### src/rtl/fetch_unit.sv
// Instruction fetch stage: issues one program-memory read per fetch strobe over a
// req/ack handshake, latches the returned word, and advances or redirects the PC on writeback.
module fetch_unit #(
   parameter int                    ADDR_WIDTH = 16,
   parameter int                    DATA_WIDTH = 16,
   parameter logic [ADDR_WIDTH-1:0] RESET_PC   = '0
) (
   input  logic                  clk,
   input  logic                  rst,
   input  logic                  fetch_clk,
   input  logic                  wrbk_clk,
   input  logic                  branch_taken,
   input  logic [ADDR_WIDTH-1:0] branch_target,
   output logic                  mem_req,
   output logic [ADDR_WIDTH-1:0] mem_addr,
   input  logic                  mem_ack,
   input  logic [DATA_WIDTH-1:0] mem_rdata,
   output logic [DATA_WIDTH-1:0] instr,
   output logic [ADDR_WIDTH-1:0] instr_pc,
   output logic                  instr_valid,
   output logic [ADDR_WIDTH-1:0] pc,
   output logic                  busy,
   output logic                  fetch_overrun
);

   typedef enum logic {IDLE, WAIT} state_t;

   state_t state, state_next;
   logic   accept;
   logic   complete;
   logic   overrun;

   localparam logic [ADDR_WIDTH-1:0] PC_STEP = {{(ADDR_WIDTH-1){1'b0}}, 1'b1};

   always_ff @(posedge clk) begin
      if (rst) state <= IDLE;
      else     state <= state_next;
   end

   // A strobe in WAIT is dropped and flagged even if the ack completes the fetch on the same edge.
   always_comb begin
      state_next = state;
      accept     = 1'b0;
      complete   = 1'b0;
      overrun    = 1'b0;
      case (state)
         IDLE: begin
            if (fetch_clk) begin
               accept     = 1'b1;
               state_next = WAIT;
            end
         end
         WAIT: begin
            if (mem_ack) begin
               complete   = 1'b1;
               state_next = IDLE;
            end
            if (fetch_clk) overrun = 1'b1;
         end
         default: state_next = IDLE;
      endcase
   end

   // mem_addr is its own register, so a PC update during WAIT leaves the outstanding request intact.
   always_ff @(posedge clk) begin
      if (rst) begin
         mem_req       <= 1'b0;
         mem_addr      <= '0;
         pc            <= RESET_PC;
         instr         <= '0;
         instr_pc      <= '0;
         instr_valid   <= 1'b0;
         busy          <= 1'b0;
         fetch_overrun <= 1'b0;
      end else begin
         busy <= (state_next == WAIT);
         if (accept) begin
            mem_addr    <= pc;
            mem_req     <= 1'b1;
            instr_valid <= 1'b0;
         end
         if (complete) begin
            instr       <= mem_rdata;
            instr_pc    <= mem_addr;
            instr_valid <= 1'b1;
            mem_req     <= 1'b0;
         end
         if (overrun) fetch_overrun <= 1'b1;
         if (wrbk_clk) pc <= branch_taken ? branch_target : pc + PC_STEP;
      end
   end

endmodule

### config.mk
export PLATFORM = sky130hd
export DESIGN_NAME = fetch_unit
export DESIGN_NICKNAME = d
export VERILOG_FILES = /design/src/rtl/fetch_unit.sv
export SDC_FILE = /design/constraint.sdc
export NUM_CORES = 1
export LEC_CHECK = 0
export CORE_MARGIN = 3
export CORE_UTILIZATION = 47
export DETAILED_ROUTE_END_ITERATION = 8
export GPL_ROUTABILITY_DRIVEN = 0
export PLACE_DENSITY = 0.84
export SYNTH_ARGS = -nofsm -noshare
export SYNTH_HDL_FRONTEND = slang
export SYNTH_SLANG_ARGS = --single-unit
export TNS_END_PERCENT = 20
### constraint.sdc
create_clock -name clk -period 3.9 [get_ports clk]
set_input_delay 0.585 -clock clk [delete_from_list [all_inputs] [get_ports clk]]
set_output_delay 0.585 -clock clk [all_outputs]
set_load 0.1 [all_outputs]
==> flow_summary.yaml <==
status:
  status: "finished clean"
timing:
  worst_pin_slew_ps: 1170
  drv_slew: 0
  setup_viol: 0
  fin_setup_tns_ps: 0
  period_needed_ps: 2670
  fin_crit_sh_pct: 68.4
  fin_skew_ps: 9.25
  rsz0062_at_grt: "false"
  fin_ws_ps: 1230
  finalHoldViolCount: 0
  fmax_ghz: 0.375
  slew_headroom_pct: 22.1
yosys:
  avgSynthCellArea_um2: 7.82
  synth_seq_cells: 68
  synth_ff_type: "dfxtp_1"
  synth_cell_types: 34
  syn-num-nets: 388
  synth_edf_count: 0
  synth-seq-area-share_pct: 49.9
  synthCells: 349
  async_reset_ff_share_pct: 0
  syn-cell-area_mm2: 0.00273
  ys_warn_count: 0
floorplan:
  start_util_pct: 48.9
  dieArea_mm2: 0.00675
  rows: 27
  die_h_um: 82.2
  io_pins: 106
  die_w_um: 82.2
  core_mm2: 0.00557
route:
  drt_drc_violations_left: 0
  drt_wl_total_um: 7830
  dr.pass1.iters: 5
  ant_nets: 0
  drtIter0Drc: 242
  avgRoutedWirePerCell_um: 15.1
  vias: 2834
  via_per_inst: 5.45
placement:
  portBuffers: 105
  place_ws_ps: 1230
  dpl.hpwl_um: 5500
grt:
  gr-usage-met1_pct: 30.7
  grt_pass1_wl_um: 12100
  grt_max_degree: 38
  grt.busiest_layer: "met2"
  met2_usage_pct: 35.5
  track_usage_pct: 23.4
  overflow: 0
  antenna_found_initial: 0
  use_met3_pct: 5.53
  grt_pass1_vias: 2517
setup_path:
  r2r_start: "pc[0]"
  critical_path_required_ps: 3310
  crit_buf_inv: 1
  crit_path_max_incr_delay_ps: 1210
  worstPathArrival_ps: 2080
  worst_setup_path_end_kind: "primary output"
  path_cells: "clkdlybuf4s50_1"
  start_kind: "register"
  critical_path_depth: 1
  critical-path-slowest-cell: "clkdlybuf4s50_1"
  critical_path_class: "reg -> out"
  ff2ff_setup_slack_ps: 1720
  rr_endpoint: "pc[14]"
  endpoint: "pc[2]"
  path_max_fanout: 8
  crit_start: "pc[2]"
  ff2ff_path_depth: 5
  critical-path-top-delay-family: "buffers and inverters"
pwr:
  peakVddDrop_mv: 0.249
  p_per_area_mw_per_mm2: 424
  p_leak_nw: 1.35
clocking:
  post_cts_resize_count: 0
  cts_buffers: 9
  hold_buffers: 0
  postCtsSetupRepairBufs: 0
  cts_sinks: 68
  clkLatencyLatePin_ps: 340
  clock_path_buffers: 2
  cts.clk_slew.worst_paths_ps: 70
  root_buffer: "clkbuf_8"
  h-tree-depth: 3
  cts_tree: "yes"
finish:
  antenna_cells: 0
  drive_gt1_share_pct: 5.13
  layout.nets: 482
  area_delta_synth_final_pct: 46.3
worst_hold_path:
  hold_path_class: "reg -> reg"
run:
  max-cap-violations: 0
## flip-flops by register name (all words and copies together), names as in the netlist
name and flops:
instr_pc 16, pc 16, mem_req 1, mem_addr 16
instr_valid 1, busy 1, fetch_overrun 1, instr 16
## metrics by stage
| stage | instance area (µm²) | instances | total power [mW] | hold slack [ps] | utilization (%) |
|---|---|---|---|---|---|
| 3_3_place_gp | 3790 | 504 | 1.12 | 441 | 67.9 |
| 5_1_grt | 3990 | 520 | 1.75 | 473 | 71.6 |
| 6_report | 3990 | 520 | 1.69 | 452 | 71.6 |
| 3_5_place_dp | 3790 | 504 | 1.12 | 446 | 67.9 |
| 4_1_cts | 3990 | 520 | 1.70 | 455 | 71.6 |
| 2_1_floorplan | 2730 | 349 | 1.02 | 721 | - |
## how the worst min path moves through the flow
stage	startpoint	to	slack, ps	depth (start not counted)
2_1_floorplan	mem_rdata[15]	instr[15]	720	2
5_1_grt	instr[1]	instr[1]	470	2
3_3_place_gp	instr[7]	instr[7]	440	2
4_1_cts	instr_pc[13]	instr_pc[13]	450	2
3_5_place_dp	instr[8]	instr[8]	450	2
6_report	instr_pc[13]	instr_pc[13]	450	2
## cells by family after synthesis
kind of cell    count (synthesis)  share of synthesized area (%)
simple gates                  159                           25.5
fa+ha+maj                       1                          0.459
compound gates                 88                           18.4
flops                          68                           49.9
buf+inv                        28                           3.90
mux                             5                           1.83
## where the power goes
part	switching [mW]	internal, mW
Combinational	0.260	0.0987
Clock	0.255	0.328
Sequential	0.0313	0.720
## layout make-up
type / count / area [µm²]
inverters: 4 / 15.0
fillers: 442 / 1580
multi-input cells: 253 / 1260
well taps: 72 / 90.1
flip-flops and latches: 68 / 1360
repair buffers: 107 / 1060
clock inverters: 4 / 47.5
clock buffers: 12 / 155
## worst register-to-register path: cells and delay by family (launching register included)
kind | cells | cell delay (ps)
adder cells (fa/ha/maj) | 1 | 280
flip-flops | 1 | 520
AO/OA/AOI/OAI | 1 | 170
AND/OR/NAND/NOR | 3 | 1150
## placed cells by master (no fill, tap or decap), types with 2 or more instances in the layout
| master | Yosys | final |
|---|---|---|
| or3_1 | 4 | 4 |
| nand3_2 | 2 | 2 |
| mux2i_1 | 5 | 5 |
| a22oi_1 | 9 | 9 |
| nand2_1 | 103 | 103 |
| nor2b_1 | 3 | 3 |
| nor4_1 | 3 | 3 |
| or4_1 | 2 | 2 |
| nor3_1 | 6 | 6 |
| nor2_1 | 16 | 16 |
| nand4_1 | 3 | 3 |
| clkdlybuf4s50_1 | 0 | 104 |
| clkinv_2 | 0 | 2 |
| a31oi_1 | 4 | 4 |
| o21ai_0 | 5 | 5 |
| buf_4 | 0 | 2 |
| nand2b_1 | 4 | 4 |
| inv_1 | 4 | 4 |
| a211oi_1 | 3 | 3 |
| a21oi_1 | 61 | 61 |
| clkbuf_8 | 0 | 11 |
| nand3_1 | 8 | 8 |
| dfxtp_1 | 68 | 68 |
## cells in the mapped netlist, drive strengths merged (2+ instances only)
master  number  area share [%]
a211oi       3            0.83
nor3         6             1.1
nor2        16             2.2
a31oi        4            0.92
a22oi        9             2.5
inv          4            0.55
a21oi       61              11
nor2b        3            0.69
nand2b       4            0.92
nand4        3            0.69
clkbuf      23             3.2
mux2i        5             1.8
or3          4            0.92
and3         2            0.50
dfxtp       68              50
or4          2            0.55
nand2      103              14
o21ai        5            0.92
nand3       10             2.2
nor4         3            0.69
## per-layer routing
metal	wire [µm]	up-vias
li1	-	1385
met1	3350	1300
met2	3800	129
met3	503	20
met4	178	0
met5	0	-
Power figures use the tool's default switching activity.
==> RTL change 1 (same settings) <==
Put one more register stage on the output `fetch_overrun`, without a reset. The value now appears one clock later. The other outputs are not delayed to match.
--- a/src/rtl/fetch_unit.sv
+++ b/src/rtl/fetch_unit.sv
@@ -25,4 +25,6 @@
 
    typedef enum logic {IDLE, WAIT} state_t;
+
+   logic fetch_overrun_s0;
 
    state_t state, state_next;
@@ -72,5 +74,5 @@
          instr_valid   <= 1'b0;
          busy          <= 1'b0;
-         fetch_overrun <= 1'b0;
+         fetch_overrun_s0 <= 1'b0;
       end else begin
          busy <= (state_next == WAIT);
@@ -86,9 +88,13 @@
             mem_req     <= 1'b0;
          end
-         if (overrun) fetch_overrun <= 1'b1;
+         if (overrun) fetch_overrun_s0 <= 1'b1;
          if (wrbk_clk) pc <= branch_taken ? branch_target : pc + PC_STEP;
       end
    end
 
+   always_ff @(posedge clk) begin
+      fetch_overrun <= fetch_overrun_s0;
+   end
+
 endmodule
 
Check against the original RTL: not equivalent (a bounded check fails within 4 cycles, from zero or initial values and one cycle with rst high).
==> RTL change 1 against the unedited design <==
Total power increased by 9.6%; die area increased by 0.68%; combinational power about the same; design area increased by 1.7%; core utilization increased by 1.2 points; sequential cell count increased by 1; wire length increased by 4.0%; setup slack about the same; via count decreased by 1.1%; synthesized area increased by 0.73%; maximum frequency about the same; critical path type unchanged; largest cell class unchanged; highest routed layer unchanged.
==> RTL change 1: results (changes against the unedited design) <==
run_status:
  status: "complete, no violations"
min_path:
  holdCritPathClass: "flip-flop to flip-flop"
power:
  leakage_nw: 1.37  # +2.0%
  pwr-share-comb_pct: 19.4  # -1.8 points
  max-vdd-ir-drop_v: 0.000314  # +26%
  powerSeq_uw: 763  # +2%
  p_int_mw: 1.29  # +12%
yosys:
  synthTopCellsByCount: "nand2_1, dfxtp_1, a21oi_1"
  synthAdderAreaFrac_pct: 0.455  # -0.0033 points
  synth_warnings: 0  # unchanged
  seq_area_frac_synth_pct: 50.3  # +0.36 points
  synth_compound_area_share_pct: 18.3  # -0.13 points
  syn_nets: 389  # +0.26%
  synthTopCellsByArea: "dfxtp_1, nand2_1, a21oi_1, clkbuf_1, a22oi_1"
  synth.area.mux_share_pct: 1.82  # -0.013 points
grt:
  track_usage_pct: 24.2  # +0.79 points
  grt_util_met1_pct: 31.5  # +0.81 points
  grt_util_met3_pct: 4.77  # -0.76 points
  grt_max_degree: 69  # +82%
  antenna_found_initial: 0  # unchanged
  grt_pass1_wl_um: 12600  # +3.9%
  grt_pass1_vias: 2546  # +1.2%
  grtUsageMet2_pct: 38.6  # +3.1 points
detailed_routing:
  dr_wl_met3_um: 481  # -4.4%
  vias: 2804  # -1.1%
  drt-met1-wl_um: 3420  # +2.0%
  wl_met2_um: 4110  # +8.0%
  routed_wl_um: 8150  # +4.0%
  top_layer_used: "met4"
  drt_iter0_markers: 227  # -6.2%
  firstDrtPassIters: 4  # -1
sta:
  max_slew.worst_pin.slew_ps: 1230  # +66.1 ps
  skew_ps: 6.09  # -3.16 ps
cells_and_area:
  area.sequential_um2: 1380  # +1.5%
  sequential_cell_total: 69  # +1.5%
  clkCellAreaFrac_pct: 6.35  # +1.3 points
  final.clkbuf_count: 11  # -1
  diodes: 0  # unchanged
  fill_cells: 437  # -1.1%
  buffer_area_share_pct: 26.0  # -0.63 points
  buffers: 106  # -0.93%
clock_network:
  clockBufferDepth: 2  # unchanged
  htreeDepth: 3  # unchanged
  worstSkewPairLatency_ps: 330
  clock-root-buffer: "clkbuf_8"
  clk_pin_slew_worst_paths_ps: 80
place:
  dp_hpwl_um: 5460  # -0.79%
  port_buffers: 105  # unchanged
RTL change 1: cell count changes after synthesis, sizes merged:
cell,unedited run,this run
dfxtp,68,69
RTL change 1: cells by family (layout without fill, tap and decap cells):
| kind of cell | Yosys count | after routing |
|---|---|---|
| AOI/OAI and AO/OA | 88 | 88 |
| adders and majority gates | 1 | 1 |
| buffers and inverters | 28 | 126 |
| DFF | 69 | 69 |
| muxes | 5 | 5 |
| and+or+nand+nor | 159 | 159 |
RTL change 1: worst paths after layout:
kind,from,to,cells past startpoint,slack [ps]
setup / recovery,pc[11],pc[11],1,1230
hold / removal,fetch_overrun_s0,fetch_overrun,0,360
setup reg to reg,pc[0],pc[14],5,1720
hold reg to reg,fetch_overrun_s0,fetch_overrun,0,360
RTL change 1: stage by stage:
stage	cell area, um^2	setup slack, ps	total power, mW	instances
finish	4060	1230	1.86	520
global placement	3800	1360	1.13	504
CTS	4060	1250	1.86	520
floorplan	2750	1290	1.03	350
global route	4060	1210	1.92	520
detailed placement	3800	1250	1.14	504
==> RTL change 2 (same settings) <==
Made on the original files. The parameter `DATA_WIDTH` goes from 16 to 32.
--- a/src/rtl/fetch_unit.sv
+++ b/src/rtl/fetch_unit.sv
@@ -3,5 +3,5 @@
 module fetch_unit #(
    parameter int                    ADDR_WIDTH = 16,
-   parameter int                    DATA_WIDTH = 16,
+   parameter int                    DATA_WIDTH = 32,
    parameter logic [ADDR_WIDTH-1:0] RESET_PC   = '0
 ) (
Interface: changed (resized instr and mem_rdata); port bits go from 106 to 138. The function was not compared with the original's and may differ.
==> RTL change 2 against the unedited design <==
Sequential cell count rose by 16; synthesized area is 22% higher; clock power up 3.8%; highest routed layer unchanged; setup slack worse by 20 ps; global-route usage shrank 1.2 points; design area rose by 23%; wire length up 18%; total power is 17% higher.
==> RTL change 2: results (changes against the unedited design) <==
yosys:
  synth_compound_area_share_pct: 17.9  # -0.53 points
  synthTopCellsByCount: "nand2_1, dfxtp_1, a21oi_1"
  synth.area.mux_share_pct: 1.50  # -0.33 points
  syn_nets: 480  # +24%
  synth_cells: 425  # +22%
  synthTopCellsByArea: "dfxtp_1, nand2_1, a21oi_1, clkbuf_1, nor2_1"
  seq_area_frac_synth_pct: 50.4  # +0.52 points
  synth_cell_types: 40  # +18%
place:
  port_buffers: 137  # +30%
  place_ws_ps: 1490  # +260 ps
  placed_area_um2: 4720  # +25%
  dp_hpwl_um: 6580  # +20%
cells_and_area:
  final_nets: 598  # +24%
  drive_gt1_share_pct: 4.56  # -0.57 points
  fill_cells: 583  # +32%
  instances_no_fill: 644  # +24%
sta:
  max_slew.worst_pin.slew_ps: 1020  # -142 ps
  skew_ps: 10.0  # +0.783 ps
  hold_slack_ps: 456  # +3.45 ps
detailed_routing:
  drt_iter0_markers: 176  # -27%
  via_per_inst: 5.20  # -4.7%
  firstDrtPassIters: 4  # -1
run_status:
  status: "complete, no violations"
power:
  max-vdd-ir-drop_v: 0.000256  # +2.8%
  leakage_nw: 1.64  # +22%
grt:
  grt_max_degree: 56  # +47%
  grtUsageMet2_pct: 36.0  # +0.47 points
  grt_pass1_wl_um: 14900  # +23%
  grt_pass1_vias: 3055  # +21%
setup_path:
  r2r_slack_ps: 1780  # +60 ps
  critical_path.max_fanout: 10  # +2
  r2r_cells: 5  # unchanged
  cp_data_arrival_time_ps: 2100  # +20 ps
min_path:
  min_delay_worst_endpoint: "instr[5]"
  holdCritStartpoint: "instr[5]"
[RTL change 2: area by class of cell]
class	count	area, um^2	area share, %
Tap cell	96	120	2.45
Inverter	3	11.3	0.229
Multi-Input combinational cell	305	1520	30.9
Sequential cell	84	1680	34.3
Clock inverter	6	63.8	1.30
Timing Repair Buffer	140	1390	28.3
Clock buffer	10	128	2.60
[RTL change 2: routing by layer]
metal | part of all wire (%) | routed length (um)
met3 | 5.9 | 542
met2 | 50 | 4610
met1 | 42 | 3920
met4 | 1.9 | 176
met5 | 0 | 0
[RTL change 2: report_power, final]
group	internal (mW)	switching, mW	total (mW)
combinational	0.131	0.325	0.455
sequential	0.889	0.0344	0.923
clock	0.296	0.309	0.605
[RTL change 2: worst reg2reg max path, cell delays in order (launching register included)]
cell     delay, ps
dfxtp_1        510
ha_1           310
nand4_4        190
or4_1          530
or3_1          350
a31oi_1        160
[RTL change 2: how the worst max path moves through the flow]
stage	slack, ps	startpoint	depth (start not counted)	end
finish	1210	pc[2]	1	pc[2]
global route	1160	pc[2]	1	pc[2]
detailed placement	1490	wrbk_clk	4	pc[0]
floorplan	1240	pc[0]	5	pc[14]
CTS	1180	pc[2]	1	pc[2]
global placement	1490	wrbk_clk	4	pc[0]
[RTL change 2: kinds of logic after synthesis]
family | count (synthesis)
adder cells (fa/ha/maj) | 1
flip-flops | 84
buffers and inverters | 36
multiplexers | 5
AND/OR/NAND/NOR | 194
AO/OA/AOI/OAI | 105
